[config.mk]
export PLATFORM = sky130hd
export DESIGN_NAME = lsu_mem_adapter
export DESIGN_NICKNAME = d
export VERILOG_FILES = /design/src/rtl/lsu_mem_adapter.sv
export SDC_FILE = /design/constraint.sdc
export NUM_CORES = 1
export LEC_CHECK = 0
export CAP_MARGIN = 30
export CORE_MARGIN = 8
export CORE_UTILIZATION = 33
export DETAILED_ROUTE_END_ITERATION = 7
export PLACE_DENSITY = 0.65
export RECOVER_POWER = 50
export SLEW_MARGIN = 20
export SYNTH_ARGS = -nofsm -noshare
export SYNTH_HDL_FRONTEND = slang
export SYNTH_SLANG_ARGS = --single-unit
[constraint.sdc]
create_clock -name p_clk -period 6.8 [get_ports p_clk]
set_input_delay 1.36 -clock p_clk [delete_from_list [all_inputs] [get_ports p_clk]]
set_output_delay 1.36 -clock p_clk [all_outputs]
set_load 0.02 [all_outputs]
[src/rtl/lsu_mem_adapter.sv]
// Load/store adapter in front of the 64-bit doubleword data memory.
// It handles byte/half/word/dword loads with extension, and stores sub-dword data by read-modify-write.
module lsu_mem_adapter #(
    parameter int BIG_ENDIAN = 1
) (
    input  logic        p_clk,
    input  logic        p_reset,
    input  logic        p_req,
    output logic        p_ready,
    input  logic        p_isStore,
    input  logic [1:0]  p_size,
    input  logic        p_signed,
    input  logic [63:0] p_addr,
    input  logic [63:0] p_storeData,
    output logic [63:0] p_loadData,
    output logic        p_done,
    output logic        p_misaligned,
    output logic        p_memReadRequest,
    output logic        p_memWriteRequest,
    output logic [63:0] p_memAddress,
    output logic [63:0] p_memWriteData,
    input  logic [63:0] p_memReadData,
    input  logic        p_memWait
);

    typedef enum logic [1:0] {IDLE, RD, CAP, WR} state_t;

    state_t      state_reg, state_next;
    logic        is_store_reg, is_store_next;
    logic [1:0]  size_reg, size_next;
    logic        signed_reg, signed_next;
    logic [63:0] addr_reg, addr_next;
    logic [63:0] store_data_reg, store_data_next;
    logic [63:0] load_data_reg, load_data_next;
    logic        done_reg, done_next;
    logic        misaligned_reg, misaligned_next;
    logic        rd_req_reg, rd_req_next;
    logic        wr_req_reg, wr_req_next;
    logic [63:0] mem_addr_reg, mem_addr_next;
    logic [63:0] wr_data_reg, wr_data_next;

    logic        req_misaligned;
    logic [2:0]  byte_off;
    logic [3:0]  lane_bytes;
    logic [2:0]  byte_shift;
    logic [5:0]  bit_shift;
    logic [63:0] size_mask;
    logic [63:0] lane_raw;
    logic [63:0] lane_ext;
    logic [63:0] lane_mask;
    logic [63:0] lane_data;
    logic [63:0] merged_data;

    function automatic logic [63:0] mask_for_size(input logic [1:0] size);
        case (size)
            2'd0:    return 64'h0000_0000_0000_00FF;
            2'd1:    return 64'h0000_0000_0000_FFFF;
            2'd2:    return 64'h0000_0000_FFFF_FFFF;
            default: return 64'hFFFF_FFFF_FFFF_FFFF;
        endcase
    endfunction

    function automatic logic [63:0] extend_lane(input logic [63:0] raw, input logic [1:0] size,
                                                input logic sgn);
        case (size)
            2'd0:    return {{56{sgn & raw[7]}}, raw[7:0]};
            2'd1:    return {{48{sgn & raw[15]}}, raw[15:0]};
            2'd2:    return {{32{sgn & raw[31]}}, raw[31:0]};
            default: return raw;
        endcase
    endfunction

    always_comb begin
        req_misaligned = 1'b0;
        case (p_size)
            2'd1:    req_misaligned = p_addr[0];
            2'd2:    req_misaligned = |p_addr[1:0];
            2'd3:    req_misaligned = |p_addr[2:0];
            default: req_misaligned = 1'b0;
        endcase
    end

    // Lane position is expressed as a right shift of the doubleword down to bit 0.
    assign byte_off   = addr_reg[2:0];
    assign lane_bytes = 4'd1 << size_reg;
    assign byte_shift = (BIG_ENDIAN != 0) ? 3'(4'd8 - {1'b0, byte_off} - lane_bytes) : byte_off;
    assign bit_shift  = {byte_shift, 3'b000};
    assign size_mask  = mask_for_size(size_reg);

    assign lane_raw  = p_memReadData >> bit_shift;
    assign lane_ext  = extend_lane(lane_raw, size_reg, signed_reg);
    assign lane_mask = size_mask << bit_shift;
    assign lane_data = (store_data_reg & size_mask) << bit_shift;

    genvar gi;
    generate
        for (gi = 0; gi < 8; gi++) begin : g_merge
            assign merged_data[8*gi +: 8] = lane_mask[8*gi] ? lane_data[8*gi +: 8]
                                                            : p_memReadData[8*gi +: 8];
        end
    endgenerate

    always_comb begin
        state_next      = state_reg;
        is_store_next   = is_store_reg;
        size_next       = size_reg;
        signed_next     = signed_reg;
        addr_next       = addr_reg;
        store_data_next = store_data_reg;
        load_data_next  = load_data_reg;
        mem_addr_next   = mem_addr_reg;
        wr_data_next    = wr_data_reg;
        done_next       = 1'b0;
        misaligned_next = 1'b0;

        case (state_reg)
            IDLE: begin
                if (p_req) begin
                    is_store_next   = p_isStore;
                    size_next       = p_size;
                    signed_next     = p_signed;
                    addr_next       = p_addr;
                    store_data_next = p_storeData;
                    if (req_misaligned) begin
                        done_next       = 1'b1;
                        misaligned_next = 1'b1;
                    end else begin
                        mem_addr_next = {3'b000, p_addr[63:3]};
                        if (p_isStore && (p_size == 2'd3)) begin
                            wr_data_next = p_storeData;
                            state_next   = WR;
                        end else begin
                            state_next = RD;
                        end
                    end
                end
            end
            RD: begin
                if (!p_memWait) begin
                    state_next = CAP;
                end
            end
            CAP: begin
                if (is_store_reg) begin
                    wr_data_next = merged_data;
                    state_next   = WR;
                end else begin
                    load_data_next = lane_ext;
                    done_next      = 1'b1;
                    state_next     = IDLE;
                end
            end
            WR: begin
                if (!p_memWait) begin
                    done_next  = 1'b1;
                    state_next = IDLE;
                end
            end
            default: state_next = IDLE;
        endcase

        // Requests are registered off the next state so they are glitch-free and mutually exclusive.
        rd_req_next = (state_next == RD);
        wr_req_next = (state_next == WR);
    end

    always_ff @(posedge p_clk) begin
        if (p_reset) begin
            state_reg      <= IDLE;
            is_store_reg   <= 1'b0;
            size_reg       <= 2'd0;
            signed_reg     <= 1'b0;
            addr_reg       <= 64'd0;
            store_data_reg <= 64'd0;
            load_data_reg  <= 64'd0;
            done_reg       <= 1'b0;
            misaligned_reg <= 1'b0;
            rd_req_reg     <= 1'b0;
            wr_req_reg     <= 1'b0;
            mem_addr_reg   <= 64'd0;
            wr_data_reg    <= 64'd0;
        end else begin
            state_reg      <= state_next;
            is_store_reg   <= is_store_next;
            size_reg       <= size_next;
            signed_reg     <= signed_next;
            addr_reg       <= addr_next;
            store_data_reg <= store_data_next;
            load_data_reg  <= load_data_next;
            done_reg       <= done_next;
            misaligned_reg <= misaligned_next;
            rd_req_reg     <= rd_req_next;
            wr_req_reg     <= wr_req_next;
            mem_addr_reg   <= mem_addr_next;
            wr_data_reg    <= wr_data_next;
        end
    end

    assign p_ready           = (state_reg == IDLE);
    assign p_loadData        = load_data_reg;
    assign p_done            = done_reg;
    assign p_misaligned      = misaligned_reg;
    assign p_memReadRequest  = rd_req_reg;
    assign p_memWriteRequest = wr_req_reg;
    assign p_memAddress      = mem_addr_reg;
    assign p_memWriteData    = wr_data_reg;

endmodule

* Word level (Yosys, flattened, before mapping)
Index checks and enable logic that the tools add are counted.
** Word-level totals
- Register bits after elaboration :: 266
- Bits of input ports :: 200
- Output and inout bits :: 197
** Cells by class
- Reductions and logical operators :: 11
- Multiplexer cells :: 28
- Equal/unequal tests :: 14
- Shift operators :: 4
- $add $sub $neg :: 2
- Bitwise operators :: 7
** Operators by type and width (number)
- 64-bit one-hot mux with 3 select lines :: 2
- 64-bit two-way mux :: 4
- 64-bit one-hot mux with 2 select lines :: 1
- 64-bit AND :: 1
- 8-bit two-way mux :: 8
- 64-bit by 6-bit left shift with 57-bit output :: 1
- 64-bit by 6-bit left shift with 64-bit output :: 1
- 64-bit by 6-bit right shift with 64-bit output :: 1
- 2-bit == test (second input constant) :: 6
- 2-bit two-way mux :: 6
- 2-bit by 1-bit == test with 1-bit output (second input constant) :: 4
- 2-bit one-hot mux with 4 select lines :: 1
- 2-bit inequality test (second input constant) :: 3
- 1-bit one-hot mux with 3 select lines :: 2
- 5-bit AND reduction :: 1
- 2-bit logical NOT :: 2
- 1-bit two-way mux :: 4
- 2-bit AND reduction :: 2
- 2-bit OR reduction :: 2
- 1-bit AND :: 3
- 1-bit NOT :: 3
- 3-bit AND reduction :: 1
- 3-bit OR reduction :: 1
- 1-bit by 2-bit left shift with 3-bit output (first input constant) :: 1
- 5 further kinds :: 5

* Logic depth before layout (Yosys ltp)
Gate-level depths: netlist of the first run.
- Depth after elaboration :: 7
- Mapped depth :: 15
- Mapped depth without buffers :: 10

* Worst setup path before layout of the first run
Ideal clock, no wire load.
- Kind :: register -> register
- Start :: register size_reg[0]
- End :: register wr_data_reg[47] (netlist: p_memWriteData[47])
- Buffers on the path :: 4
- Cell stages (with the launch flop) :: 15
- Path slack :: 3.650 ns
- Data required time :: 6.684 ns
- Arrival :: 3.034 ns
- Path through :: dfxtp_1 -> clkbuf_1 -> inv_1 -> nor2_1 -> ha_1 -> inv_1 -> ha_1 -> buf_2 -> buf_2 -> nor2_1 -> buf_2 -> nand2_1 -> a31oi_1 -> o221ai_1 -> a31o_2
** Between the ends
- Longest elaborated chain between the ends :: 7
- Elaborated cells on any way between the ends :: 12
- Classes of those cells :: 1 x add/sub; 2 x eq/ne; 3 x shift; 4 x mux; 1 x bitwise; 1 x reduce/logical
** Ends and longest elaborated chain
- start: declaration :: RTL line 30 : logic [1:0] size_reg, size_next;
- start signal: assignment :: RTL line 185 : size_reg <= size_next;
- 2-bit == test, or another cell as far along :: RTL line 55 : case (size)
- 64-bit one-hot mux with 3 select lines :: RTL line 55
- 64-bit AND :: RTL line 93 : assign lane_data = (store_data_reg & size_mask) << bit_shift;
- 64-bit by 6-bit left shift with 64-bit output :: RTL line 93
- 8-bit two-way mux * :: RTL line 98 : assign merged_data[8*gi +: 8] = lane_mask[8*gi] ? lane_data[8*gi +: 8]
- 64-bit two-way mux * :: RTL line 144 : if (is_store_reg) begin
- 64-bit one-hot mux with 2 select lines * :: RTL line 116 : case (state_reg)
- end signal: assignment :: RTL line 195 : wr_data_reg <= wr_data_next;
- end: declaration :: RTL line 40 : logic [63:0] wr_data_reg, wr_data_next;
Mark *: on every way between the ends. The rest lies on a longest branch, timed or not. The select of a mux whose other input is x is not followed.
A chain may end at the register's enable or synchronous reset.

* Final worst setup path of the first run
- Start :: register size_reg[0]
- End :: register wr_data_reg[55] (netlist: p_memWriteData[55])
Same word-level chain as after synthesis.

==> results of run 1 <==
## area by class of cell
type | count | area (um2) | area share
Inverter | 25 | 93.84 | 0.004760
Tap cell | 585 | 732.0 | 0.03713
Sequential cell | 266 | 5325 | 0.2701
Clock inverter | 9 | 106.4 | 0.005395
Clock buffer | 45 | 858.3 | 0.04354
Antenna cell | 2 | 5.005 | 0.0002539
Timing Repair Buffer | 428 | 4233 | 0.2147
Multi-Input combinational cell | 1371 | 8361 | 0.4241
## placed cells by master, fill, tap and decap left out, types with 35 or more instances in the layout
| master | instances |
|---|---|
| o21ai_0 | 87 |
| a211oi_1 | 41 |
| mux2i_1 | 47 |
| a31oi_1 | 35 |
| nor2_1 | 96 |
| clkdlybuf4s50_1 | 234 |
| o221ai_1 | 40 |
| a21oi_1 | 235 |
| dfxtp_1 | 266 |
| nand2_1 | 360 |
| dlygate4sd3_1 | 158 |
| nor3_1 | 101 |
## path summary, 6_finish.rpt
check,end,slack (ps)
worst max-delay path,p_memWriteData[55]$_SDFFE_PP0P_,2010
worst min-delay path,p_memAddress[53]$_SDFFE_PP0P_,450
worst max register to register,p_memWriteData[55]$_SDFFE_PP0P_,2010
worst min register to register,p_memAddress[53]$_SDFFE_PP0P_,450
## synth_stat cells (22+ instances only)
cell	n
inv_1	24
dfxtp_1	266
and2_1	22
a31oi_1	35
mux2_2	34
nor2_1	97
nand3_1	22
a21oi_1	236
nor3_1	101
mux4_2	32
nor4_1	31
a211oi_1	41
o221ai_1	40
o21ai_0	87
mux2i_1	47
buf_2	32
clkbuf_1	132
nand2_1	361
## per-layer routing
layer  GRT usage  share of wire  vias to the layer above
met2      0.4321           0.44                     1002
met4      0.1059          0.044                       16
met3     0.08510           0.11                      173
met1      0.3370           0.40                     7652
met5           0         0.0014                        -
li1            -              -                     7246
## metrics by stage
step	power, mW	instances
after floorplan	2.432	1844
after global placement	2.899	2670
after detailed placement	2.916	2672
after CTS	4.553	2726
after global routing	4.704	2729
final	4.549	2731
## cell families after synthesis
family	synth area share
simple gates	0.2084
compound gates	0.2438
flops	0.3680
buf+inv	0.05940
mux	0.1097
xor+xnor	0.007004
fa+ha+maj	0.003459
other cells	0.0002592
## power groups by stage
stage	registers (mW)	logic [mW]	clock network [mW]
6_report	1.69	1.22	1.64
3_5_place_dp	1.72	1.20	0
5_1_grt	1.69	1.29	1.72
2_1_floorplan	1.74	0.697	0
4_1_cts	1.69	1.20	1.67
3_3_place_gp	1.72	1.18	0
## worst max-delay path, delay by kind of cell (launching register included)
| kind | cells | cell delay [ps] |
|---|---|---|
| compound gates | 3 | 1140 |
| buf+inv | 4 | 1070 |
| fa+ha+maj | 2 | 990 |
| flops | 1 | 840 |
| simple gates | 3 | 580 |
==> results by stage, run 1 <==
Clocking:
- TritonCTS built the clock tree.
- Clock tree synthesis found a total of 266 sinks.
- Post-CTS repair changed the size of 0 cells.
- The tree is rooted in a clkbuf_16.
- The CTS clock-pin slew for the worst setup and hold paths is 60 ps.
- In this run the deepest clock path goes through 3 buffers.
- Buffers inserted during clock tree synthesis total 31.
- The number of setup buffers added after CTS is 0.
- CTS built an H-tree with a depth of 1.
- At the later pin of the worst-skew pair, clock insertion delay measures 580 ps.
- For this design, the CTS-stage hold fixing added 0 buffers.

Layout:
- The fraction of final layout cells with drive strength greater than 1 is 0.07743.
- The filler cell count in the final layout is 4,376.
- For this run, the post-layout net count is 2,327.
- The summed area of non-filler cells in the final layout is 19,710 um2.
- The area growth from synthesis to layout is 36.24%.
- Once layout is complete, the utilization of the core stands at 0.4566.

Yosys:
- The dominant synthesized flop cell is dfxtp_1.
- The async set or reset register ratio after synthesis is 0.
- Ranked by total cell area, the synthesized netlist is headed by dfxtp_1 37%, nand2_1 9.4%, a21oi_1 8.2%.
- The register bit total from synthesis is 266.
- The share of the Yosys chip area taken by registers is 0.3680.
- In this run the mean area of a mapped cell was 7.856 um2.
- In this run, synthesis inferred 0 flip-flops with an integrated enable.
- dfxtp_1 takes more of the synthesized area than any other cell.
- Counting distinct cell types in the post-synthesis netlist gives 68.
- The cell area that synthesis handed to floorplanning was 14,470 um2.
- During synthesis, Yosys emitted a total of 0 warnings.
- Synthesis produced 1,842 cells.
- The area share of the largest cell type after synthesis is 0.3680.

Power:
- The power density over the cells is 230.7 nW/um2.
- Of the total power, the share spent switching nets is 0.3323.
- Of the total power, registers draw 0.371.
- The internal portion of total power is 3.038 mW.
- The switching power total is 1.511 mW.
- The leakage power is 7.299 nW.
- The worst-case IR drop observed on VDD is 0.0002834 V.
- Of the total power, combinational logic draws 0.268.
- Of the total power, the clock network draws 0.361.

Detailed routing:
- Once detail routing completed, the nets flagged for antenna violations numbered 0.
- The post-detailed-routing wire length is 71.74 mm.
- The vias per cell is 5.891.
- The number of remaining DRC errors is 0.
- The pre-antenna-repair detailed-routing pass consisted of 6 iterations.
- After the first detailed-routing iteration, the DRC count stood at 1,827.
- After detailed routing, the average wire length per cell comes to 26.27 um.
- Summing over every cut layer, the via total after detailed routing is 16,090.

Placed design:
- The setup slack after placement is 2070 ps.
- In this run the tool buffered the top-level ports with 393 buffer cells.
- The total placed instance area is 18,700 um2.
- The placed wire-length estimate is 54.45 mm.
- At the end of routability-driven placement, the weighted congestion stood at 1.003.

STA:
- The clock skew after layout is 16.55 ps.
- In the post-route analysis, the smallest setup slack over all paths is 2011 ps.
- The worst relative slew slack is -1.145.
- The portion of the clock cycle consumed by the worst path in the final layout is 0.7043.
- Setup repair after global routing left no endpoint under its margin.
- The transition time at the pin with the least slew margin is 3217 ps.
- The number of pins exceeding their max-slew limit in the final report is 72.
- The worst hold-check slack is 448.8 ps.
- The number of failing hold endpoints at the final stage was 0.
- Setup violations remaining at the end of the flow were counted as 0.
- The final total negative setup slack is 0 ps.
- For this run, the top clock speed supported by timing is 0.2088 GHz.
- The shortest period the worst path allows is 4789 ps.

Setup path:
- The worst setup path is launched from a flop.
- The critical path starts at size_reg[0]$_SDFFE_PP0P_.
- The data arrival time of the worst path is 5230 ps.
- The delay contributed by the slowest stage of the critical path is 840 ps.
- The slowest cell on the critical path is dfxtp_1.
- By startpoint and endpoint, the worst setup path is classified as flop to flop.
- The worst reg2reg path startpoint is size_reg[0]$_SDFFE_PP0P_.
- Along the worst path, the maximum fanout reaches 64.
- Measured in cells, the most critical reg-to-reg path has a length of 12.
- The required time at the worst-slack endpoint is 7240 ps.
- The critical path goes through inv_1 -> nor2_1 -> ha_1 -> inv_1 -> ha_4 -> buf_4 -> nor2b_1 -> buf_4 -> a221oi_1 -> nand2_1 -> a221oi_1 -> o31ai_1.
- The critical path endpoint category is a flop.

Floorplanning:
- The die covers 50,810 um2.
- The vertical die dimension is 225.4 um.
- The top-level I/O count is 397.
- The die outline width is 225.4 um.
- The floorplan has 76 rows.
- The starting utilization of the core area is 0.3352.
- The floorplan step defined a core boundary enclosing 43,170 um2.

Global route:
- The total congestion overflow is 0.
- Entering global routing, the biggest net connects 92 pins.
- The number of antenna violations at the first check in global routing is 10.
- For this run, the total global-route usage over all layers was measured as 0.2707.
- The wire length of the first global-routing pass is 105.7 mm.
- The number of global-route vias before repair is 16,090.

Hold path:
- The worst hold path cell count is 2.
- The class of the tightest hold or removal check is flop to flop.
- The startpoint identified for the worst hold timing path is p_memAddress[53]$_SDFFE_PP0P_.

Status:
- The run finished, with violations left.
- The final reports fail on max-capacitance violations, max-slew violations.

Run:
- Across the run, the number of max-cap violations was 1.
No activity file was read; power rests on OpenSTA's default activity.
==> inputs of run 2 (changes only) <==
--- a/config.mk
+++ b/config.mk
@@ -9,7 +9,7 @@
 export CORE_MARGIN = 8
 export CORE_UTILIZATION = 33
 export DETAILED_ROUTE_END_ITERATION = 7
-export PLACE_DENSITY = 0.65
+export PLACE_DENSITY = 0.68
 export RECOVER_POWER = 50
 export SLEW_MARGIN = 20
 export SYNTH_ARGS = -nofsm -noshare
==> constraint.sdc (replaced) <==
create_clock -name p_clk -period 4.1 [get_ports p_clk]
set_input_delay 0.82 -clock p_clk [delete_from_list [all_inputs] [get_ports p_clk]]
set_output_delay 0.82 -clock p_clk [all_outputs]
set_load 0.02 [all_outputs]
==> run 2 against run 1 <==
  * The run still ends with max-capacitance violations, max-slew violations left
  * Worst setup slack worse by 1600 ps
  * Fmax is 29% higher
  * Clock skew is 0.54 ps lower
  * Combinational power is 72% higher
  * Sequential power is 66% higher
  * Count of clock-buffer cells in the layout is 2 lower
  * Via count is 2.3% higher
  * Register-to-register slack worse by 1600 ps
  * Sequential share of layout area is 0.53 points lower
  * Total power is 72% higher
  * Worst hold slack better by 2.1 ps
  * Die area stayed put
==> results by stage, run 2 (synthesis results as in run 1) <==
Global route:
- The pin count of the biggest net entering global routing is 105.
- The first global-routing pass estimated 108.3 mm of wire.
- The number of global-route vias before repair is 16,320.
- The number of antenna violations at the first check in global routing is 3.
- The all-layer global routing usage is 0.2788.
- For this run the aggregate overflow at the end of global routing stands at 0.

Clocking:
- Once the clock tree was built, the resizer swapped 0 gates to a different size.
- The later pin in the worst-skew pair is clocked with a latency of 590 ps.
- The library cell used as clock root buffer is clkbuf_16.
- The total clock buffers created by CTS is 31.
- The longest clock path from root to sink contains 3 buffers.
- The CTS tree is yes.
- The cts-stage hold buffer count is 0.
- The number of setup buffers added after CTS is 0.
- After clock tree synthesis, the clock-pin slew on the worst setup and hold paths is 60 ps.
- CTS built an H-tree with a depth of 1.
- The number of sinks driven by the clock tree is 266.

STA:
- Setup violations remaining at the end of the flow were counted as 0.
- The clock period could shrink to 3726 ps.
- The number of failing hold endpoints at the final stage is 0.
- Setup repair after global routing left no endpoint under its margin.
- The maximum clock frequency is 0.2684 GHz.
- The portion of the clock cycle consumed by the worst path in the final layout is 0.9089.
- The worst relative slew slack is -0.4296.
- At the pin with the least slew margin, the transition time is 2143 ps.
- The tightest hold path in the finished design has a slack of 450.9 ps.
- Adding up every negative setup slack in the final design gives 0 ps.
- The number of pins exceeding their max-slew limit in the final report is 51.
- The clock skew after layout is 16.02 ps.

Detailed routing:
- Across all layers, the routed design uses 16,450 vias.
- After detailed routing, the number of remaining DRC violations is 0.
- The number of optimization iterations in the first detailed-route pass is 6.
- Once detail routing completed, the nets flagged for antenna violations numbered 0.
- The detailed router finished its first iteration with 1,886 violations.
- The vias per cell is 5.940.
- The post-detailed-routing wire length is 74.10 mm.
- After detailed routing, the average wire length per cell comes to 26.75 um.

Hold path:
- In this run the worst hold path is classified as flop to flop.

Floorplanning:
- The floorplan step defined a core boundary enclosing 43,170 um2.
- The top-level I/O count is 397.
- The initialized floorplan defines 76 standard-cell rows.
- The vertical die dimension is 225.4 um.
- The starting utilization of the core area is 0.3352.
- The die covers 50,810 um2.
- The die outline width is 225.4 um.

Placed design:
- The final estimated routing congestion in global placement is 0.9738.
- The placed wire-length estimate is 56.31 mm.
- The count of buffers inserted at the top-level ports is 393.

Setup path:
- In this run the critical register-to-register path is captured at p_loadData[61]$_SDFFE_PP0P_.
- The origin of the worst setup path is size_reg[1]$_SDFFE_PP0P_.
- Data on the critical path is required at its endpoint by 4560 ps.
- The worst setup path is captured at a flop.
- Setup slack on the worst reg-to-reg path comes out at 370 ps.
- By startpoint and endpoint, the worst setup path is classified as flop to flop.
- The critical path ends at p_loadData[61]$_SDFFE_PP0P_.
- STA classifies the critical path startpoint as a flop.
- The peak fanout along the critical path is 31.
- The worst register-to-register path has a depth of 10.
- The worst reg2reg path startpoint is size_reg[1]$_SDFFE_PP0P_.
- The data arrival time of the worst path is 4190 ps.

Layout:
- The number of nets in the layout is 2,363.
- The top cell types in the final layout, fill and taps aside, are 361 x nand2_1, 266 x dfxtp_1, 249 x clkdlybuf4s50_1, 236 x a21oi_1, 143 x dlygate4sd3_1.
- Measured on the finished design, the core utilization comes to 0.4657.
- Leaving out fill and tap cells, the most frequent cell in the layout is nand2_1.
- Compared with the post-synthesis result, the final layout area differs by 38.94%.
- The fraction of final layout cells with drive strength greater than 1 is 0.09707.

Power:
- VDD sags by at most 0.0003093 V.
- Summed over all cells, the static leakage comes to 7.512 nW.
- The power density over the cells is 390.2 nW/um2.

Run:
- The number of maximum-capacitance violations is 2.

Status:
- The checks that failed: max-capacitance violations, max-slew violations.
- The run finished, with violations left.
[run 2: changes by cell type in the layout (fill, tap and decap cells not counted), moves of 2 or more]
cell | previous run | this run
buf_8 | 3 | 0
buf_4 | 28 | 65
dlygate4sd3_1 | 158 | 143
buf_12 | 0 | 5
clkbuf_1 | 13 | 4
clkbuf_8 | 3 | 9
clkdlybuf4s50_1 | 234 | 249
clkinvlp_4 | 3 | 1
and2_0 | 5 | 7
clkinv_2 | 3 | 6
inv_6 | 1 | 4
[run 2: worst min-delay path by stage]
stage	from	endpoint	slack, ps	cells after the start
2_1_floorplan	store_data_reg[56]$_SDFFE_PP0P_	store_data_reg[56]$_SDFFE_PP0P_	430	2
3_3_place_gp	p_memAddress[28]$_SDFFE_PP0P_	p_memAddress[28]$_SDFFE_PP0P_	440	2
3_5_place_dp	p_memAddress[46]$_SDFFE_PP0P_	p_memAddress[46]$_SDFFE_PP0P_	450	2
4_1_cts	p_memAddress[60]$_SDFFE_PP0P_	p_memAddress[60]$_SDFFE_PP0P_	460	2
5_1_grt	p_memAddress[43]$_SDFFE_PP0P_	p_memAddress[43]$_SDFFE_PP0P_	470	2
6_report	p_memAddress[39]$_SDFFE_PP0P_	p_memAddress[39]$_SDFFE_PP0P_	450	2
[run 2: cell type report]
cell class | instances | area, um2
Fill cell | 4338 | 23070
Clock inverter | 15 | 171.4
Timing Repair Buffer | 464 | 4527
Antenna cell | 1 | 2.502
Tap cell | 585 | 732.0
Multi-Input combinational cell | 1371 | 8343
Clock buffer | 43 | 910.9
Sequential cell | 266 | 5325
Inverter | 25 | 93.84
[run 2: layer usage]
metal / part of all wire / vias to the layer above / GRT usage
li1: - / 7324 / -
met1: 0.40 / 7916 / 0.3572
met2: 0.44 / 1040 / 0.4375
met3: 0.11 / 170 / 0.07664
met4: 0.047 / 4 / 0.1161
met5: 0.00035 / - / 0
[run 2: report_power, final]
group	switching [mW]	total (mW)	internal (mW)
registers	0.104	2.80	2.69
clock network	1.20	2.94	1.74
logic	1.28	2.10	0.819
total	2.59	7.84	5.25
[run 2: worst max-delay path, cell delays in order (launching register included)]
cell,delay [ps]
dfxtp_1,320
buf_4,230
or2_2,370
ha_4,180
ha_4,500
mux2i_1,280
o22a_1,200
mux2i_1,150
a22oi_1,830
buf_4,400
a21oi_1,110
[run 2: per-stage QoR]
| step | std cells | total power [mW] | instance area [um2] | setup WS [ps] |
|---|---|---|---|---|
| 2_1_floorplan | 1844 | 4.034 | 14480 | 950.0 |
| 3_3_place_gp | 2711 | 4.913 | 19040 | 567.6 |
| 3_5_place_dp | 2711 | 4.923 | 19040 | 455.1 |
| 4_1_cts | 2769 | 7.860 | 20120 | 432.3 |
| 5_1_grt | 2769 | 8.112 | 20100 | 163.2 |
| 6_report | 2770 | 7.845 | 20110 | 373.6 |
==> inputs of run 3 (changes only) <==
--- a/config.mk
+++ b/config.mk
@@ -11,7 +11,7 @@
 export DETAILED_ROUTE_END_ITERATION = 7
 export PLACE_DENSITY = 0.68
 export RECOVER_POWER = 50
-export SLEW_MARGIN = 20
+export SLEW_MARGIN = 10
 export SYNTH_ARGS = -nofsm -noshare
 export SYNTH_HDL_FRONTEND = slang
 export SYNTH_SLANG_ARGS = --single-unit
==> results of run 3 <==
No change in the layout: final DEF, timing and power equal those of run 2.
